**config.mk**
```make
export PLATFORM = sky130hd
export DESIGN_NAME = counter_ctrl_flat
export DESIGN_NICKNAME = d
export VERILOG_FILES = /design/src/rtl/counter_ctrl_if.sv /design/src/rtl/counter_ctrl.sv /design/src/flat_wrapper.sv
export SDC_FILE = /design/constraint.sdc
export NUM_CORES = 1
export LEC_CHECK = 0
export CORE_ASPECT_RATIO = 0.9
export CORE_UTILIZATION = 40
export DETAILED_ROUTE_END_ITERATION = 8
export DONT_BUFFER_PORTS = 1
export PLACE_DENSITY = 0.58
export SLEW_MARGIN = 20
export SYNTH_ARGS = -nofsm -noshare
export SYNTH_HDL_FRONTEND = slang
export SYNTH_SLANG_ARGS = --single-unit
```
**constraint.sdc**
```tcl
create_clock -name clk -period 1.8 [get_ports clk]
set_input_delay 0.27 -clock clk [delete_from_list [all_inputs] [get_ports clk]]
set_output_delay 0.27 -clock clk [all_outputs]
set_load 0.1 [all_outputs]
```
**src/rtl/counter_ctrl_if.sv**
```systemverilog
// counter_ctrl_if: control and status bundle for the counter_ctrl run controller.
// Ports: start/stop/hold/limit are driven by the master (control logic or bench).
//        out/busy/done/state are driven by the slave (counter_ctrl).
interface counter_ctrl_if #(parameter int WIDTH = 8);
    logic             start;
    logic             stop;
    logic             hold;
    logic [WIDTH-1:0] limit;
    logic [WIDTH-1:0] out;
    logic             busy;
    logic             done;
    logic [1:0]       state;
    modport master (output start, stop, hold, limit, input out, busy, done, state);
    modport slave  (input start, stop, hold, limit, output out, busy, done, state);
endinterface

```
**src/rtl/counter_ctrl.sv**
```systemverilog
// counter_ctrl: run controller for an up-counter with start/hold/stop and terminal-count done pulse.
// Ports: clk, rst (synchronous, active-high); bus (counter_ctrl_if.slave):
//        start/stop/hold/limit in, out/busy/done/state out.
// Optional feature: define COUNTER_CTRL_AUTORELOAD_EN to restart from 0 at terminal count
// instead of parking in DONE.
module counter_ctrl #(
    parameter int WIDTH = 8
) (
    input logic         clk,
    input logic         rst,
    counter_ctrl_if.slave bus
);
    typedef enum logic [1:0] {IDLE = 2'd0, RUN = 2'd1, HOLD = 2'd2, DONE = 2'd3} state_t;

    state_t           state_q, state_d;
    logic [WIDTH-1:0] out_q, out_d;
    logic [WIDTH-1:0] lim_q, lim_d;
    logic             done_q, done_d;

    always_ff @(posedge clk) begin
        if (rst) begin
            state_q <= IDLE;
            out_q   <= '0;
            lim_q   <= '0;
            done_q  <= 1'b0;
        end else begin
            state_q <= state_d;
            out_q   <= out_d;
            lim_q   <= lim_d;
            done_q  <= done_d;
        end
    end

    always_comb begin
        state_d = state_q;
        out_d   = out_q;
        lim_d   = lim_q;
        done_d  = 1'b0;
        if (bus.stop) begin
            state_d = IDLE;
            out_d   = '0;
        end else begin
            case (state_q)
                IDLE, DONE: begin
                    if (bus.start) begin
                        state_d = RUN;
                        out_d   = '0;
                        lim_d   = bus.limit;
                    end
                end
                RUN, HOLD: begin
                    if (bus.hold) begin
                        state_d = HOLD;
                    end else if (out_q != lim_q) begin
                        state_d = RUN;
                        out_d   = out_q + 1'b1;
                    end else begin
                        done_d = 1'b1;
`ifdef COUNTER_CTRL_AUTORELOAD_EN
                        state_d = RUN;
                        out_d   = '0;
`else
                        state_d = DONE;
`endif
                    end
                end
                default: state_d = IDLE;
            endcase
        end
    end

    assign bus.out   = out_q;
    assign bus.done  = done_q;
    assign bus.state = state_q;
    assign bus.busy  = (state_q == RUN) || (state_q == HOLD);
endmodule

```
**src/flat_wrapper.sv**
```systemverilog
// flat-port wrapper written by rule: the top's interface ports become plain ports
module counter_ctrl_flat 
#(
    parameter int WIDTH = 8
)
  (clk, rst, bus_start, bus_stop, bus_hold, bus_limit, bus_out, bus_busy, bus_done, bus_state);
  counter_ctrl_if #(.WIDTH(WIDTH)) bus_i ();
  input logic clk;
  input logic rst;
  input wire logic [$bits(bus_i.start)-1:0] bus_start;
  input wire logic [$bits(bus_i.stop)-1:0] bus_stop;
  input wire logic [$bits(bus_i.hold)-1:0] bus_hold;
  input wire logic [$bits(bus_i.limit)-1:0] bus_limit;
  output wire logic [$bits(bus_i.out)-1:0] bus_out;
  output wire logic [$bits(bus_i.busy)-1:0] bus_busy;
  output wire logic [$bits(bus_i.done)-1:0] bus_done;
  output wire logic [$bits(bus_i.state)-1:0] bus_state;
  assign bus_i.start = bus_start;
  assign bus_i.stop = bus_stop;
  assign bus_i.hold = bus_hold;
  assign bus_i.limit = bus_limit;
  assign bus_out = bus_i.out;
  assign bus_busy = bus_i.busy;
  assign bus_done = bus_i.done;
  assign bus_state = bus_i.state;
  counter_ctrl #(.WIDTH(WIDTH)) u_core (.clk(clk), .rst(rst), .bus(bus_i));
endmodule
```
==> results of run 1 <==
## power by group through the flow
stage	sequential, mW	clock [mW]	combinational [mW]
2_1_floorplan	0.456	0	0.0886
3_3_place_gp	0.440	0	0.137
3_5_place_dp	0.440	0	0.139
4_1_cts	0.431	0.227	0.139
5_1_grt	0.432	0.246	0.150
6_report	0.430	0.217	0.138
## flip-flops by register name, indices dropped and copies added, names as in the netlist
register,cells
u_core.lim_q,8
u_core.bus.out,8
u_core.bus.done,1
u_core.bus.state,2
## final timing paths
path,end,slack [ps],start,cells after the start
worst min register to register,u_core.bus.out[4],520,u_core.bus.out[4],2
worst min-delay path,u_core.lim_q[4],30,rst,1
worst max register to register,u_core.bus.out[7],200,u_core.bus.out[4],6
worst max-delay path,u_core.bus.out[7],200,u_core.bus.out[4],6
## stage by stage
step / hold WS (ps) / power [mW] / setup WS (ps)
after floorplan: 348 / 0.545 / 28.7
after global placement: 346 / 0.577 / 233
after detailed placement: 347 / 0.579 / 228
after CTS: 17.6 / 0.796 / 167
after global routing: 9.58 / 0.828 / 122
final: 28.5 / 0.785 / 197
## cells by family (layout without fill, tap and decap cells)
group	after synthesis	in the layout	share of synthesized area (%)
xor+xnor	9	9	8.94
compound gates	8	8	6.74
mux	16	16	16.6
buf+inv	4	23	1.55
flops	19	19	39.4
simple gates	47	47	25.5
fa+ha+maj	1	1	1.30
## synthesized netlist by cell type (2+ instances only)
cell type	count	share of area [%]
nand4_1	4	2.6
nor4_1	4	2.6
or3_1	6	3.9
nor2_1	12	4.7
dfxtp_1	19	39
inv_1	2	0.78
nand3_1	5	2.6
xor2_1	8	7.3
and3_1	2	1.3
mux2i_1	16	17
nand2_1	9	3.5
## final cells by class
| class | instances | area, µm² |
|---|---|---|
| Multi-Input combinational cell | 81 | 582 |
| Fill cell | 206 | 1030 |
| Inverter | 3 | 13.8 |
| Clock buffer | 4 | 26.3 |
| Sequential cell | 19 | 413 |
| Timing Repair Buffer | 16 | 120 |
| Tap cell | 27 | 33.8 |
## per-layer routing
layer	wire [µm]	up-vias
met5	0	-
met4	38	0
met3	138	5
met2	937	23
met1	1060	384
li1	-	414
==> flow_metrics.py, run 1 <==
metrics = {
    "clock_network": {
        "cts_setup_buffers": 0,
        "clock_sinks": 19,
        "cts_buffer_depth": 2,
        "clkTransAtPathRegs_ps": 110,
        "post_cts_resized": 0,
        "cts_made_buffers": 3,
        "cts_root_buf": "clkbuf_4",
        "cts_tree": "yes",
        "clk_latency_ps": 300,
        "htree_num_levels": 1,
        "ctsHoldBuffers": 0,
    },
    "die": {
        "core_area_um2": 2220,
        "start_util_pct": 43.5,
        "boundaryPins": 25,
        "die-area_um2": 2620,
        "die_h_um": 48.6,
        "rows": 16,
        "die_w_um": 53.8,
    },
    "detailed_routing": {
        "wl_per_cell_um": 14.5,
        "first_pass_iters": 4,
        "vias": 826,
        "routed_via_density": 5.51,
        "drcViolationCount": 0,
        "ant_nets": 0,
        "drt_iter0_markers": 10,
        "wl_um": 2170,
    },
    "worst_setup_path": {
        "crit_family": "simple AND/OR/NAND/NOR gates",
        "path_max_fanout": 8,
        "arrival_ps": 1800,
        "cp_slowest_cell": "dfxtp_4",
        "crit_path_cell_trace": "xor2_1 -> nor4_1 -> buf_4 -> nand2_2 -> mux2i_1 -> o31ai_1",
        "crit_type": "flip-flop to flip-flop",
        "cp-end-kind": "flip-flop",
        "crit_required_ps": 2000,
        "critPathLaunchType": "flip-flop",
        "max_stage_delay_ps": 380,
        "critPathBufInv": 1,
    },
    "global_route": {
        "grt_first_pass_wirelength_um": 3710,
        "grt.met3_usage_pct": 5.66,
        "antenna_found_initial": 0,
        "track_usage_pct": 19.7,
        "grtUsageMet1_pct": 28.0,
        "grt_util_met2_pct": 27.4,
        "first_global_vias": 794,
        "gr-total-overflow": 0,
        "grt_max_degree": 17,
        "grt_most_used_layer": "met1",
    },
    "place": {
        "gp_congestion": 0.857,
        "io_buffer_count": 0,
        "dp.cells": 146,
        "dpl.hpwl_um": 1650,
        "placed_area_um2": 1160,
    },
    "synthesis": {
        "synth_edf_count": 0,
        "yosysSeqAreaShare_pct": 39.4,
        "netlist_area_um2": 966,
        "ys.flop_type": "dfxtp_1",
        "async_flop_share_pct": 0,
        "postSynthCellCount": 104,
        "syn_avg_cell_area_um2": 9.29,
        "yosysUniqueCellTypes": 28,
        "synth_nets": 118,
        "synth_warnings": 0,
        "synth_seq_cells": 19,
    },
    "power": {
        "intPower_mw": 0.562,
        "power.switching_mw": 0.223,
        "sw_frac_of_total_pct": 28.4,
        "p_leak_nw": 0.544,
        "vdd_drop_max_mv": 0.364,
        "seqPwrFrac_pct": 54.8,
        "power_frac_clock_pct": 27.6,
        "power.density_nw_per_um2": 660,
        "pwr-share-comb_pct": 17.5,
    },
    "hold_path": {
        "hold_class": "input pin to flip-flop",
    },
    "timing": {
        "finalCriticalPeriod_ps": 1600,
        "maxSlewHeadroom_pct": 73.2,
        "finalMaxSlewViolations": 0,
        "worstMarginPinSlew_ps": 401,
        "fin_crit_sh_pct": 89.0,
        "fin_tns_setup_ps": 0,
        "final-hold-violation-count": 0,
        "fmax_mhz": 624,
        "rsz0062_at_grt": "no",
        "skew_ps": 2.54,
        "setup_viol": 0,
    },
    "cells_and_area": {
        "antennaDiodeCount": 0,
        "design_area_um2": 1190,
        "postLayoutCoreUtil_pct": 53.5,
        "layout_common_cells": "mux2i_1 (16), buf_4 (16), nor2_1 (12)",
        "final-instance-count-excl-fill": 150,
        "layout-drive-gt1-share_pct": 29.3,
        "layout.nets": 138,
        "syn_to_final_growth_pct": 23.1,
    },
    "run": {
        "maxCapViolations": 0,
    },
    "run_status": {
        "outcome": "completed",
    },
}
Power figures use the tool's default switching activity.
==> run 2: changes to the inputs <==
--- a/config.mk
+++ b/config.mk
@@ -9,7 +9,9 @@
 export CORE_UTILIZATION = 40
 export DETAILED_ROUTE_END_ITERATION = 8
 export DONT_BUFFER_PORTS = 1
+export GPL_TIMING_DRIVEN = 0
 export PLACE_DENSITY = 0.58
+export SKIP_LAST_GASP = 1
 export SLEW_MARGIN = 20
 export SYNTH_ARGS = -nofsm -noshare
 export SYNTH_HDL_FRONTEND = slang
==> flow_metrics.py, run 2 (synthesized netlist as in run 1, its figures left out) <==
metrics = {
    "run_status": {
        "outcome": "completed",
    },
    "clock_network": {
        "clkTransAtPathRegs_ps": 120,
        "htree_num_levels": 1,
        "cts_root_buf": "clkbuf_4",
        "cts_buffer_depth": 2,
        "cts_tree": "yes",
        "clock_sinks": 19,
        "cts_made_buffers": 3,
        "ctsHoldBuffers": 0,
        "clk_latency_ps": 300,
    },
    "die": {
        "die-area_um2": 2620,
        "boundaryPins": 25,
        "start_util_pct": 43.5,
        "die_w_um": 53.8,
        "die_h_um": 48.6,
        "rows": 16,
        "core_area_um2": 2220,
    },
    "timing": {
        "maxSlewHeadroom_pct": 37.3,
        "worstMarginPinSlew_ps": 939,
        "finalMaxSlewViolations": 0,
        "setup_ws_ps": 101,
        "final-hold-violation-count": 0,
        "rsz0062_at_grt": "no",
        "setup_viol": 0,
        "skew_ps": 15.5,
        "fmax_mhz": 589,
        "fin_crit_sh_pct": 94.4,
        "finalCriticalPeriod_ps": 1700,
    },
    "place": {
        "dp.cells": 131,
        "gp_congestion": 0.797,
        "io_buffer_count": 0,
        "dpl.hpwl_um": 1530,
        "post-place-ws_ps": -287,
    },
    "worst_setup_path": {
        "path_max_fanout": 8,
        "critPathLaunchType": "flip-flop",
        "r2r-start": "u_core.bus.state[0]",
        "r2r_cells": 6,
        "arrival_ps": 1870,
        "reg2reg_to": "u_core.lim_q[5]",
        "cp-end-kind": "flip-flop",
        "crit_type": "flip-flop to flip-flop",
        "reg2reg_setup_slack_ps": 100,
        "crit_required_ps": 1980,
    },
    "hold_path": {
        "holdPathEnd": "u_core.bus.done",
        "hold_class": "input pin to flip-flop",
        "whs_path_depth": 1,
        "hp-start": "bus_hold",
    },
    "detailed_routing": {
        "drt_iter0_markers": 17,
        "routed_via_density": 5.80,
        "drcViolationCount": 0,
        "ant_nets": 0,
        "wl_per_cell_um": 15.5,
        "first_pass_iters": 4,
        "wl_um": 2120,
        "vias": 794,
    },
    "power": {
        "vdd_drop_max_mv": 0.446,
        "p_leak_nw": 0.484,
        "power.density_nw_per_um2": 679,
    },
    "cells_and_area": {
        "final-instance-count-excl-fill": 137,
        "final_common_cell": "mux2i_1",
        "layout_common_cells": "mux2i_1 (16), nor2_1 (12), dfxtp_4 (10)",
        "layout.nets": 125,
        "postLayoutCoreUtil_pct": 52.7,
        "syn_to_final_growth_pct": 21.2,
        "antennaDiodeCount": 0,
        "layout-drive-gt1-share_pct": 26.4,
    },
    "global_route": {
        "grt_first_pass_wirelength_um": 3580,
        "antenna_found_initial": 0,
        "track_usage_pct": 18.8,
        "first_global_vias": 753,
        "gr-total-overflow": 0,
        "grt_max_degree": 11,
    },
    "run": {
        "maxCapViolations": 0,
    },
}
==> run 2: through the flow <==
step           TNS (ps)  instance area, µm²  hold WS (ps)  power (mW)
6_report              0                1170          30.5       0.795
5_1_grt               0                1170          2.83       0.842
4_1_cts               0                1120          20.6       0.797
3_5_place_dp      -3050                1050           357       0.562
3_3_place_gp      -2640                1050           363       0.561
2_1_floorplan         0                1010           348       0.545
==> run 2: timing repair <==
item | 4_1_cts | 5_1_grt
pin swaps | 2 | 4
setup buffers | 2 | 0
endpoints found under the setup margin | 18 | 16
resized for setup | 5 | 7
==> run 2: worst max-delay path: stages (launching register included) <==
cell	delay (ps)
dfxtp_4	610
xnor2_4	220
inv_6	160
nor3_4	170
buf_12	160
mux2i_1	190
nor2_1	50
==> run 2: area by class of cell <==
class,count,area [µm²]
Buffer,1,3.75
Clock buffer,4,26.3
Fill cell,202,1050
Inverter,3,16.3
Multi-Input combinational cell,81,646
Sequential cell,19,418
Tap cell,27,33.8
Timing Repair Buffer,2,27.5
==> run 2: layer usage <==
layer	wire [µm]	share of wire, %	GRT usage, %	vias to the layer above
li1	-	-	-	386
met1	1050	49	27.8	376
met2	920	43	25.5	30
met3	139	6.5	6.92	2
met4	13	0.61	3.95	0
met5	0	0	0	-
==> run 2: power by group <==
part           switching [mW]  leakage, nW  internal (mW)
registers              0.0297        0.162          0.418
clock network           0.132       0.0150         0.0863
logic                  0.0720        0.307         0.0572
==> run 2: worst max-delay path by stage <==
stage                              from                end  slack (ps)  cells past startpoint
floorplan             u_core.bus.out[2]  u_core.bus.out[7]          30                      5
global placement      u_core.bus.out[2]  u_core.bus.out[6]        -250                      5
detailed placement    u_core.bus.out[2]  u_core.bus.out[7]        -290                      5
CTS                   u_core.bus.out[6]  u_core.bus.out[7]          30                      5
global route          u_core.bus.out[5]  u_core.bus.out[6]         0.3                      5
finish              u_core.bus.state[0]    u_core.lim_q[5]         100                      6
